`src/rtl/exc_pkg.sv`:
```
// Shared definitions for the machine-mode exception unit.
// Holds the CSR address map, mcause codes, the trap FSM state encoding,
// the CSR write/set/clear mode encodings and the read-modify-write helper.
package exc_pkg;

    localparam logic [11:0] CSR_MSTATUS  = 12'h300;
    localparam logic [11:0] CSR_MTVEC    = 12'h305;
    localparam logic [11:0] CSR_MSCRATCH = 12'h340;
    localparam logic [11:0] CSR_MEPC     = 12'h341;
    localparam logic [11:0] CSR_MCAUSE   = 12'h342;
    localparam logic [11:0] CSR_MTVAL    = 12'h343;

    localparam int MSTATUS_MIE  = 3;
    localparam int MSTATUS_MPIE = 7;

    localparam logic [31:0] MCAUSE_ILLEGAL = 32'd2;
    localparam logic [31:0] MCAUSE_ECALL   = 32'd11;
    localparam logic [31:0] MCAUSE_EXT_IRQ = 32'h8000_000B;

    localparam logic [1:0] WSC_NONE  = 2'b00;
    localparam logic [1:0] WSC_WRITE = 2'b01;
    localparam logic [1:0] WSC_SET   = 2'b10;
    localparam logic [1:0] WSC_CLEAR = 2'b11;

    typedef enum logic {
        S_IDLE  = 1'b0,
        S_CAUSE = 1'b1
    } state_t;

    // New CSR value for a CSRRW/CSRRS/CSRRC style access.
    function automatic logic [31:0] wsc_apply(input logic [1:0]  mode,
                                              input logic [31:0] old_val,
                                              input logic [31:0] src);
        case (mode)
            WSC_WRITE: wsc_apply = src;
            WSC_SET:   wsc_apply = old_val | src;
            WSC_CLEAR: wsc_apply = old_val & ~src;
            default:   wsc_apply = old_val;
        endcase
    endfunction

endpackage

```
`src/rtl/csr_file.sv`:
```
// Machine-mode CSR storage.
// Ports:
//   clk, rst                 clock, asynchronous active-high reset
//   addr / r_data            combinational read of the addressed CSR
//   w_en / w_data            addressed write of an already-computed value
//   trap_en / trap_epc       trap entry: save PC, stack MIE into MPIE
//   mret_en                  trap return: restore MIE from MPIE
//   cause_en / cause_val /
//   tval_val                 deferred mcause/mtval update
//   mie, mtvec, mepc         values needed by the trap control logic
module csr_file
    import exc_pkg::*;
(
    input  logic        clk,
    input  logic        rst,
    input  logic [11:0] addr,
    output logic [31:0] r_data,
    input  logic        w_en,
    input  logic [31:0] w_data,
    input  logic        trap_en,
    input  logic [31:0] trap_epc,
    input  logic        mret_en,
    input  logic        cause_en,
    input  logic [31:0] cause_val,
    input  logic [31:0] tval_val,
    output logic        mie,
    output logic [31:0] mtvec,
    output logic [31:0] mepc
);

    logic        mpie;
    logic [31:0] mscratch;
    logic [31:0] mcause;
    logic [31:0] mtval;

    always_comb begin
        case (addr)
            // MPP is hardwired to machine mode.
            CSR_MSTATUS:  r_data = {19'd0, 2'b11, 3'd0, mpie, 3'd0, mie, 3'd0};
            CSR_MTVEC:    r_data = mtvec;
            CSR_MSCRATCH: r_data = mscratch;
            CSR_MEPC:     r_data = mepc;
            CSR_MCAUSE:   r_data = mcause;
            CSR_MTVAL:    r_data = mtval;
            default:      r_data = 32'd0;
        endcase
    end

    // The control logic never raises trap_en, mret_en and w_en together;
    // the if/else chain just makes that precedence explicit.
    always_ff @(posedge clk or posedge rst) begin
        if (rst) begin
            mie      <= 1'b0;
            mpie     <= 1'b0;
            mtvec    <= 32'd0;
            mscratch <= 32'd0;
            mepc     <= 32'd0;
            mcause   <= 32'd0;
            mtval    <= 32'd0;
        end else begin
            if (trap_en) begin
                mepc <= trap_epc;
                mpie <= mie;
                mie  <= 1'b0;
            end else if (mret_en) begin
                mie  <= mpie;
                mpie <= 1'b1;
            end else if (w_en) begin
                case (addr)
                    CSR_MSTATUS: begin
                        mie  <= w_data[MSTATUS_MIE];
                        mpie <= w_data[MSTATUS_MPIE];
                    end
                    CSR_MTVEC:    mtvec    <= {w_data[31:2], 2'b00};
                    CSR_MSCRATCH: mscratch <= w_data;
                    CSR_MEPC:     mepc     <= {w_data[31:2], 2'b00};
                    CSR_MCAUSE:   mcause   <= w_data;
                    CSR_MTVAL:    mtval    <= w_data;
                    default:      ;
                endcase
            end
            if (cause_en) begin
                mcause <= cause_val;
                mtval  <= tval_val;
            end
        end
    end

endmodule

```
`src/rtl/exception_unit.sv`:
```
// Machine-mode exception / interrupt / CSR unit sitting at the MEM stage.
// Ports:
//   clk, rst                      clock, asynchronous active-high reset
//   csr_* inputs, csr_r_data_out  CSR instruction access, old value out
//   exp_vector {illegal, ecall}, mret, interrupt   trap sources
//   epc_cur, epc_next, inst_cur   PC / instruction word for trap bookkeeping
//   redirect_mux, PC_redirect     fetch redirect on trap entry or mret
//   reg_*_flush, RegWrite_cancel  pipeline squash controls
// A trap takes two cycles: entry (redirect, save PC) then CAUSE (write
// mcause/mtval from the cause latched at entry).
module exception_unit
    import exc_pkg::*;
(
    input  logic        clk,
    input  logic        rst,
    input  logic        csr_rw_in,
    input  logic [1:0]  csr_wsc_mode_in,
    input  logic        csr_w_imm_mux,
    input  logic [11:0] csr_rw_addr_in,
    input  logic [31:0] csr_w_data_reg,
    input  logic [4:0]  csr_w_data_imm,
    output logic [31:0] csr_r_data_out,
    input  logic [1:0]  exp_vector,
    input  logic        mret,
    input  logic        interrupt,
    input  logic [31:0] epc_cur,
    input  logic [31:0] epc_next,
    input  logic [31:0] inst_cur,
    output logic        redirect_mux,
    output logic [31:0] PC_redirect,
    output logic        reg_FD_flush,
    output logic        reg_DE_flush,
    output logic        reg_EM_flush,
    output logic        reg_MW_flush,
    output logic        RegWrite_cancel
);

    state_t      state_q, state_d;
    logic [31:0] cause_q, tval_q;
    logic        take_exc, take_mret, take_csr, take_irq, trap_entry, cause_en;
    logic        mie;
    logic [31:0] mtvec, mepc, csr_src, csr_new;

    always_ff @(posedge clk or posedge rst) begin
        if (rst) state_q <= S_IDLE;
        else     state_q <= state_d;
    end

    always_comb begin
        take_exc  = 1'b0;
        take_mret = 1'b0;
        take_csr  = 1'b0;
        take_irq  = 1'b0;
        cause_en  = 1'b0;
        state_d   = state_q;
        case (state_q)
            S_IDLE: begin
                if (exp_vector != 2'b00)  take_exc  = 1'b1;
                else if (mret)            take_mret = 1'b1;
                else if (csr_rw_in)       take_csr  = (csr_wsc_mode_in != WSC_NONE);
                else if (interrupt && mie) take_irq = 1'b1;
                if (take_exc || take_irq) state_d = S_CAUSE;
            end
            S_CAUSE: begin
                cause_en = 1'b1;
                state_d  = S_IDLE;
            end
            default: state_d = S_IDLE;
        endcase
    end

    assign trap_entry = take_exc | take_irq;

    // Cause and faulting word are captured at entry so the CAUSE cycle is
    // independent of whatever the pipeline presents by then.
    always_ff @(posedge clk) begin
        if (trap_entry) begin
            if (take_irq) begin
                cause_q <= MCAUSE_EXT_IRQ;
                tval_q  <= 32'd0;
            end else if (exp_vector[0]) begin
                cause_q <= MCAUSE_ECALL;
                tval_q  <= 32'd0;
            end else begin
                cause_q <= MCAUSE_ILLEGAL;
                tval_q  <= inst_cur;
            end
        end
    end

    assign csr_src = csr_w_imm_mux ? {27'd0, csr_w_data_imm} : csr_w_data_reg;
    assign csr_new = wsc_apply(csr_wsc_mode_in, csr_r_data_out, csr_src);

    csr_file u_csr_file (
        .clk       (clk),
        .rst       (rst),
        .addr      (csr_rw_addr_in),
        .r_data    (csr_r_data_out),
        .w_en      (take_csr),
        .w_data    (csr_new),
        .trap_en   (trap_entry),
        .trap_epc  (take_exc ? epc_cur : epc_next),
        .mret_en   (take_mret),
        .cause_en  (cause_en),
        .cause_val (cause_q),
        .tval_val  (tval_q),
        .mie       (mie),
        .mtvec     (mtvec),
        .mepc      (mepc)
    );

    // Outputs are forced low while reset is held, even though the FSM is
    // already IDLE, so stray inputs during reset cannot redirect fetch.
    // mtvec is stored word-aligned, so it is used directly as the vector.
    assign redirect_mux    = ~rst & (trap_entry | take_mret);
    assign PC_redirect     = rst       ? 32'd0 :
                             take_mret ? mepc  :
                             trap_entry ? mtvec : 32'd0;
    assign reg_FD_flush    = redirect_mux;
    assign reg_DE_flush    = redirect_mux;
    assign reg_EM_flush    = redirect_mux;
    assign reg_MW_flush    = ~rst & take_exc;
    assign RegWrite_cancel = ~rst & take_exc;

endmodule
```
`config.mk`:
```
export PLATFORM = sky130hd
export DESIGN_NAME = exception_unit
export DESIGN_NICKNAME = d
export VERILOG_FILES = /design/src/rtl/exc_pkg.sv /design/src/rtl/csr_file.sv /design/src/rtl/exception_unit.sv
export SDC_FILE = /design/constraint.sdc
export NUM_CORES = 1
export LEC_CHECK = 0
export CAP_MARGIN = 30
export CORE_ASPECT_RATIO = 2
export CORE_MARGIN = 10
export CORE_UTILIZATION = 65
export CTS_CLUSTER_DIAMETER = 120
export DETAILED_ROUTE_END_ITERATION = 10
export DONT_BUFFER_PORTS = 1
export PLACE_DENSITY = 0.81
export SLEW_MARGIN = 10
export SYNTH_ARGS = -nofsm -noshare
export SYNTH_HDL_FRONTEND = slang
export SYNTH_SLANG_ARGS = --single-unit
```
`constraint.sdc`:
```
create_clock -name clk -period 8.4 [get_ports clk]
set_input_delay 1.68 -clock clk [delete_from_list [all_inputs] [get_ports clk]]
set_output_delay 1.68 -clock clk [all_outputs]
set_load 0.01 [all_outputs]
```
# Word level (Yosys, flattened, before mapping)
# Index checks and enable logic that the tools add are counted.
[classes] n_eq_ne=12 n_reduce_logical=18 n_bitwise=11 muxes=49
[op_table] op="32-bit two-way mux" count=19
[op_table] op="32-bit one-hot mux with 6 select lines" count=1
[op_table] op="32-bit one-hot mux with 3 select lines" count=1
[op_table] op="12-bit by 10-bit == test with 1-bit output (second input constant)" count=6
[op_table] op="32-bit bitwise AND" count=1
[op_table] op="32-bit NOT" count=1
[op_table] op="32-bit OR" count=1
[op_table] op="1-bit two-way mux" count=26
[op_table] op="4-bit AND reduction" count=4
[op_table] op="2-bit nonzero test" count=7
[op_table] op="2-bit by 1-bit inequality test with 1-bit output (second input constant)" count=3
[op_table] op="3-bit nonzero test" count=2
[op_table] op="2-bit == test (second input constant)" count=2
[op_table] op="4-bit two-way mux" count=1
[op_table] op="1-bit NOT" count=4
[op_table] op="3-bit AND reduction" count=1
[op_table] op="1-bit bitwise AND" count=2
[op_table] op="2-bit by 1-bit == test with 1-bit output (second input constant)" count=1
[op_table] op="1-bit OR" count=2
[op_table] op="1-bit one-hot mux with 2 select lines" count=1
[op_table] op="2-bit AND reduction" count=1
[op_table] op="2-bit OR reduction" count=1
[op_table] op="1-bit logical AND" count=1
[op_table] op="1-bit logical OR" count=1
[word_totals] elab_cells=100 ff_bits=225 output_inout_bits=70

# Logic depth before layout (Yosys ltp)
# Gate-level depths: netlist (run 1).
[depth] word_depth=11 depth_mapped=10 ltp_nobuf=7

# By module
# From an unflattened synthesis (run 1), not the netlist that was laid out.
[unflattened] cells_unflattened=1156 hier_area_um2=11912.7
[modules_own_cells] module="csr_file" seq_area_each_um2=4003.8 cells_each=770 area_each_um2=8441.8 n_inst=1
[modules_own_cells] module="exception_unit" seq_area_each_um2=1046.0 cells_each=386 area_each_um2=3470.8 n_inst=1

# Least setup slack after synthesis (run 1)
# Ideal clock, no wire load.
[synth_path] path_kind="input to output" start="input port rst" end="output port PC_redirect[0]" slack_ns=0.977 stages=3 t_required_ns=6.720 path_buffers=1 arrival_time_ns=5.743 cell_sequence="clkbuf_1 > inv_1 > and3_1"
[synth_between] elab_chain_cells=1
[synth_rtl] item="start: declaration" line_no="exception_unit.sv:15" rtl="input logic rst,"
[synth_rtl] item="32-bit two-way mux" line_no="exception_unit.sv:116" rtl="assign PC_redirect = rst ? 32'd0 :"
[synth_rtl] item="end: declaration" line_no="exception_unit.sv:30" rtl="output logic [31:0] PC_redirect,"
# No other way between the ends.

# Final worst setup path (run 1)
[layout_path] start="input port csr_rw_addr_in[3]" end="output port csr_r_data_out[14]"
[layout_between] elab_chain_cells=2 word_cells_on_any_way=7 cone_classes="eq/ne: 6; mux: 1"
[layout_rtl] item="start: declaration" line_no="exception_unit.sv:19" rtl="input logic [11:0] csr_rw_addr_in,"
[layout_rtl] item="12-bit by 10-bit == test with 1-bit output" line_no="csr_file.sv:37" rtl="case (addr)"
[layout_rtl] item="32-bit one-hot mux with 6 select lines *" line_no="csr_file.sv:37"
[layout_rtl] item="end: declaration" line_no="exception_unit.sv:22" rtl="output logic [31:0] csr_r_data_out,"
# Mark *: on every way between the ends. The rest lies on a longest branch, timed or not.

==> flow_summary.yaml, run 1 <==
outcome:
  status: "complete, no violations"
synthesis:
  syn_nets: 1395
  synth_top_flop_cell: "dfrtp_1"
  ys_async_sr_fraction_pct: 82.6
  synth_area_per_cell_um2: 9.24
  synthCells: 1240
  ys_types: 78
  synth_area_um2: 11500
  ys_seq_elements: 195
  synth_warnings: 0
  synth-seq-area-share_pct: 44.1
  synth-edff-count: 34
placement:
  placed_cell_area_um2: 11400
  portBuffers: 0
  gp_congestion: 1.04
  post-place-ws_ns: 2.76
  hpwl_mm: 32.5
finish:
  layout.cells.most_common: "nand2_1"
  final_core_utilization_pct: 70.0
  fillers: 1350
  layout-drive-gt1-share_pct: 12.5
  diodes: 0
  final_nets: 1334
  final_cell_mix: "nand2_1, dfrtp_1, o21ai_0"
  area_growth_syn_to_layout_pct: 5.48
  fin_area_um2: 12100
  ff_latch_area_um2: 5050
  multiInputGateArea_um2: 5860
global_route:
  antenna_found_initial: 1
  grt_max_degree: 69
  grt_pass1_vias: 10600
  track_usage_pct: 38.1
  grt_pass1_wl_mm: 67.4
  grt.overflow.total: 0
clocking:
  clock-root-buffer: "clkbuf_16"
  clk_latency_ns: 0.46
  postCtsHoldBufs: 0
  cts_tree: "yes"
  clk_pin_slew_ns: 0.08
  cts_buffer_depth: 2
  cts.sinks: 195
  cts_buffers: 17
  htreeDepth: 4
  cts_setup_buffers: 0
  ctsResizeCount: 0
critical_path:
  worstRegToRegCells: 5
  required_ns: 6.72
  r2r_end: "u_csr_file.mepc[18]$_DFFE_PP0P_"
  worstPathMaxFanout: 12
  cp-start-kind: "input pin"
  worstPathArrival_ns: 4.10
  path_class: "input pin to output pin"
  cp-end-kind: "output pin"
  r2r_start: "state_q$_DFF_PP0_"
  reg2reg_slack_ns: 5.55
power:
  powerDensity_nw_per_um2: 195
  p_total_mw: 2.36
  leakage_nw: 4.90
  irDropWorstVdd_uv: 171
detailed_routing:
  num_vias: 10600
  firstDrtPassIters: 7
  totalWireLength_mm: 46.0
  ant_nets: 0
  drt-initial-drc-count: 1374
  drt-wirelength-per-cell_um: 32.8
  drc_errors: 0
  viasPerCell: 7.59
die:
  initial_core_util_pct: 66.3
  die_area_um2: 23700
  fp.dieW_um: 114
  die_y_um: 208
  ioPinCount: 225
  rows: 68
  core_area_um2: 17300
hold_path:
  worstHoldStart: "tval_q[31]$_SDFFCE_PP0N_"
  hold_path_class: "flip-flop to flip-flop"
  holdPathEnd: "u_csr_file.mtval[31]$_DFFE_PP0P_"
  hold_depth: 1
timing:
  setup_tns_ns: 0
  slew_headroom_pct: 30.9
  final.min_clock_period_ns: 5.78
  fin_ws_ns: 2.62
  rsz0062_at_grt: "false"
  worst_clock_skew_ns: 0.0128
  min_period_over_period_pct: 68.8
  fmax_mhz: 173
  hold_viol: 0
  worst_pin_slew_ns: 1.03
  drv_slew: 0
  setup_violations: 0
flow_run:
  maxCapViolations: 0
[layout make-up]
class,instances,area share [%]
clock buffers,19,3.67
inverters,17,0.570
repair buffers,27,1.97
clock inverters,13,1.36
multi-input cells,921,48.5
flip-flops and latches,195,41.8
well taps,210,2.17
[logic make-up after synthesis]
family                    Yosys count  synth area share (%)
DFF                               195                  44.1
and+or+nand+nor                   453                  20.1
xor gates and xnor gates            4                 0.306
AOI/OAI and AO/OA                 394                  22.8
muxes                              70                  7.85
buffers and inverters             124                  4.90
[flip-flops by register name (all words and copies together), names as in the netlist]
signal and flops:
cause_q 2, state_q 1, tval_q 32, u_csr_file.mcause 32
u_csr_file.mepc 32, u_csr_file.mie 1, u_csr_file.mpie 1, u_csr_file.mscratch 32
u_csr_file.mtval 32, u_csr_file.mtvec 30
[stage by stage]
step / hold slack (ns) / cells
floorplan: 0.428 / 1240
global placement: 0.432 / 1367
detailed placement: 0.441 / 1368
CTS: 0.460 / 1400
global route: 0.497 / 1402
finish: 0.458 / 1402
[synthesized netlist by cell type, drive strengths merged, types with 8 or more instances]
library cell  instances  area (µm²)
and2                 41         257
mux2                 29         327
inv                  17        63.8
nor2b                21         131
dfrtp               161        4030
edfxtp               34        1020
o22ai                 8        50.1
nand2               175         659
or2                   8        50.1
a31oi                19         119
a211oi               11        87.6
o21ai               139         714
nand2b               10        62.6
a21o                  8        60.1
nor3                 18         149
and3                 14        87.6
a22o                 14         123
nor2                 89         339
clkbuf               68         256
mux2i                28         280
a21oi                65         325
buf                  39         241
mux4                 13         293
a32o                 10         100
a22oi                42         315
o211ai               15         113
nand3                39         195
[per-layer routing]
| metal | up-vias | track usage [%] | wire, µm |
|---|---|---|---|
| met5 | - | 0 | 0 |
| met4 | 0 | 27.7 | 3990 |
| met3 | 245 | 10.5 | 5280 |
| met2 | 927 | 61.2 | 22300 |
| met1 | 5055 | 41.7 | 14500 |
| li1 | 4415 | - | - |
[worst max path at each step]
stage | start | endpoint | slack, ns | cells past startpoint
6_report | csr_rw_addr_in[3] | csr_r_data_out[14] | 2.62 | 4
5_1_grt | csr_rw_addr_in[3] | csr_r_data_out[14] | 2.62 | 4
4_1_cts | csr_rw_addr_in[3] | csr_r_data_out[14] | 2.76 | 4
3_5_place_dp | csr_rw_addr_in[3] | csr_r_data_out[14] | 2.76 | 4
3_3_place_gp | csr_rw_addr_in[3] | csr_r_data_out[14] | 2.81 | 4
2_1_floorplan | rst | PC_redirect[0] | 0.98 | 3
[report_power, final]
group / switching (mW) / internal [mW]
clock: 0.405 / 0.459
sequential: 0.0797 / 1.05
combinational: 0.236 / 0.129
[critical path: stages]
cell and delay [ns]:
nor3b_2 0.77, buf_4 0.27, nand3_1 0.57, o21ai_0 0.80
No activity file was read; power rests on OpenSTA's default activity.
==> inputs of run 2 (changes only) <==
--- a/config.mk
+++ b/config.mk
@@ -8,11 +8,11 @@
 export CAP_MARGIN = 30
 export CORE_ASPECT_RATIO = 2
 export CORE_MARGIN = 10
-export CORE_UTILIZATION = 65
+export CORE_UTILIZATION = 58
 export CTS_CLUSTER_DIAMETER = 120
 export DETAILED_ROUTE_END_ITERATION = 10
 export DONT_BUFFER_PORTS = 1
-export PLACE_DENSITY = 0.81
+export PLACE_DENSITY = 0.76
 export SLEW_MARGIN = 10
 export SYNTH_ARGS = -nofsm -noshare
 export SYNTH_HDL_FRONTEND = slang
==> constraint.sdc (replaced) <==
create_clock -name clk -period 4.9 [get_ports clk]
set_input_delay 0.98 -clock clk [delete_from_list [all_inputs] [get_ports clk]]
set_output_delay 0.98 -clock clk [all_outputs]
set_load 0.01 [all_outputs]
==> run 2 against run 1 <==
- die area increased by 10%
- cell count grew 4.6%
- count of clock-buffer cells in the layout up 3
- cell area grew 1.3%
- worst setup slack worse by 1.7 ns
- sequential cell count stayed put
- total power grew 67%
- worst hold slack worse by 0.13 ns
- clock power is 62% higher
- non-clock buffer count grew 12
- highest routed layer is now met5
- global-route usage down 5.4 points
==> flow_summary.yaml, run 2 (same netlist as run 1, synthesis figures left out) <==
outcome:
  status: "complete, no violations"
die:
  core_area_um2: 19400
  initial_core_util_pct: 59.1
  ioPinCount: 225
  die_area_um2: 26100
  fp.dieW_um: 119
  rows: 72
  die_y_um: 219
clocking:
  cts_buffer_depth: 2
  cts_setup_buffers: 0
  htreeDepth: 4
  cts.sinks: 195
  cts_tree: "yes"
  clk_pin_slew_ns: 0.07
  clk_latency_ns: 0.47
  cts_buffers: 17
  clock-root-buffer: "clkbuf_16"
  postCtsHoldBufs: 0
  ctsResizeCount: 0
finish:
  final_nets: 1346
  area_growth_syn_to_layout_pct: 6.82
  layout-drive-gt1-share_pct: 13.2
  fin_area_um2: 12200
  final_core_utilization_pct: 63.2
  final_cell_mix: "nand2_1, dfrtp_1, o21ai_0"
  layout.cells.most_common: "nand2_1"
  fillers: 1713
detailed_routing:
  ant_nets: 0
  drt-initial-drc-count: 1253
  totalWireLength_mm: 43.3
  num_vias: 10400
  drt-wirelength-per-cell_um: 29.6
  viasPerCell: 7.06
  firstDrtPassIters: 6
  drc_errors: 0
global_route:
  grt_pass1_vias: 10400
  grt_max_degree: 70
  grt.overflow.total: 0
  grt_pass1_wl_mm: 64.6
  antenna_found_initial: 3
  track_usage_pct: 32.7
critical_path:
  cp-start-kind: "input pin"
  worst_path_largest_cell_delay_ns: 0.78
  critPathMostFrequentCell: "buf_4"
  worstPathArrival_ns: 3.03
  r2r_start: "state_q$_DFF_PP0_"
  reg2reg_slack_ns: 2.33
  path_class: "input pin to output pin"
  required_ns: 3.92
  r2r_end: "tval_q[9]$_SDFFCE_PP0N_"
  worstRegToRegCells: 6
  crit_family: "simple AND/OR/NAND/NOR gates"
  worstPathMaxFanout: 12
  slowest_stage: "nor4_4"
  worst-path-buf-inv: 2
  crit_path_cell_trace: "or3_1 > nor4_4 > buf_4 > nand2_1 > o21ai_0 > buf_4"
  cp-end-kind: "output pin"
power:
  p_clk_share_pct: 35.6
  seq_power_share_pct: 49.0
  p_total_mw: 3.95
  p_sw_share_pct: 29.2
  p_comb_share_pct: 15.4
  irDropWorstVdd_uv: 338
  leakage_nw: 4.95
  switchingPower_mw: 1.15
  powerDensity_nw_per_um2: 322
  p_int_mw: 2.79
placement:
  gp_congestion: 1.06
  placed_cell_area_um2: 11600
  hpwl_mm: 31.8
  portBuffers: 0
timing:
  rsz0062_at_grt: "false"
  hold_viol: 0
  setup_tns_ns: 0
  final.min_clock_period_ns: 4.01
  worst_pin_slew_ns: 1.14
  drv_slew: 0
  worst_clock_skew_ns: 0.00776
  slew_headroom_pct: 23.1
  setup_violations: 0
  hold_ws_ns: 0.331
  fmax_mhz: 249
  min_period_over_period_pct: 81.9
hold_path:
  hold_path_class: "input pin to asynchronous set/reset pin"
flow_run:
  maxCapViolations: 0
[run 2: changes by cell type in the layout (fill, tap and decap cells not counted), sizes merged]
| cell | before | now |
|---|---|---|
| bufinv | 2 | 1 |
| clkinvlp | 0 | 1 |
| buf | 27 | 39 |
| inv | 24 | 18 |
| clkinv | 4 | 7 |
| diode | 0 | 3 |
| clkbuf | 19 | 22 |
[run 2: worst max path at each step]
stage / from / end / slack, ns / cells after the start
after floorplan: rst / PC_redirect[0] / -0.08 / 3
after global placement: csr_rw_addr_in[5] / csr_r_data_out[23] / 1.0 / 6
after detailed placement: csr_rw_addr_in[5] / csr_r_data_out[23] / 0.94 / 6
after CTS: csr_rw_addr_in[5] / csr_r_data_out[23] / 0.94 / 6
after global routing: csr_rw_addr_in[5] / csr_r_data_out[23] / 0.76 / 6
final: csr_rw_addr_in[5] / csr_r_data_out[23] / 0.89 / 6
[run 2: per-stage QoR]
step / setup WS (ns) / instances
finish: 0.887 / 1466
CTS: 0.936 / 1461
global placement: 0.996 / 1427
floorplan: -0.0756 / 1240
detailed placement: 0.939 / 1429
global route: 0.760 / 1465
[run 2: power by group through the flow]
stage	registers (mW)	clock network, mW	logic (mW)
after floorplan	1.90	0	0.472
after global placement	1.95	0	0.578
after detailed placement	1.96	0	0.592
after CTS	1.92	1.41	0.595
after global routing	1.94	1.47	0.663
final	1.93	1.40	0.609
[run 2: area by class of cell]
class	instances	area, µm²	share of cell area, %
Clock buffer	22	485	3.97
Inverter	17	67.6	0.552
Timing Repair Buffer	39	340	2.78
Multi-Input combinational cell	921	5860	47.9
Sequential cell	195	5050	41.3
Antenna cell	3	7.51	0.0614
Clock inverter	10	97.6	0.798
Tap cell	259	324	2.65
[run 2: metal layers]
| layer | share of wire, % | GRT usage [%] |
|---|---|---|
| met1 | 34 | 36.5 |
| met2 | 49 | 53.5 |
| met3 | 9.5 | 7.80 |
| met4 | 7.5 | 23.6 |
| met5 | 0.018 | 0 |
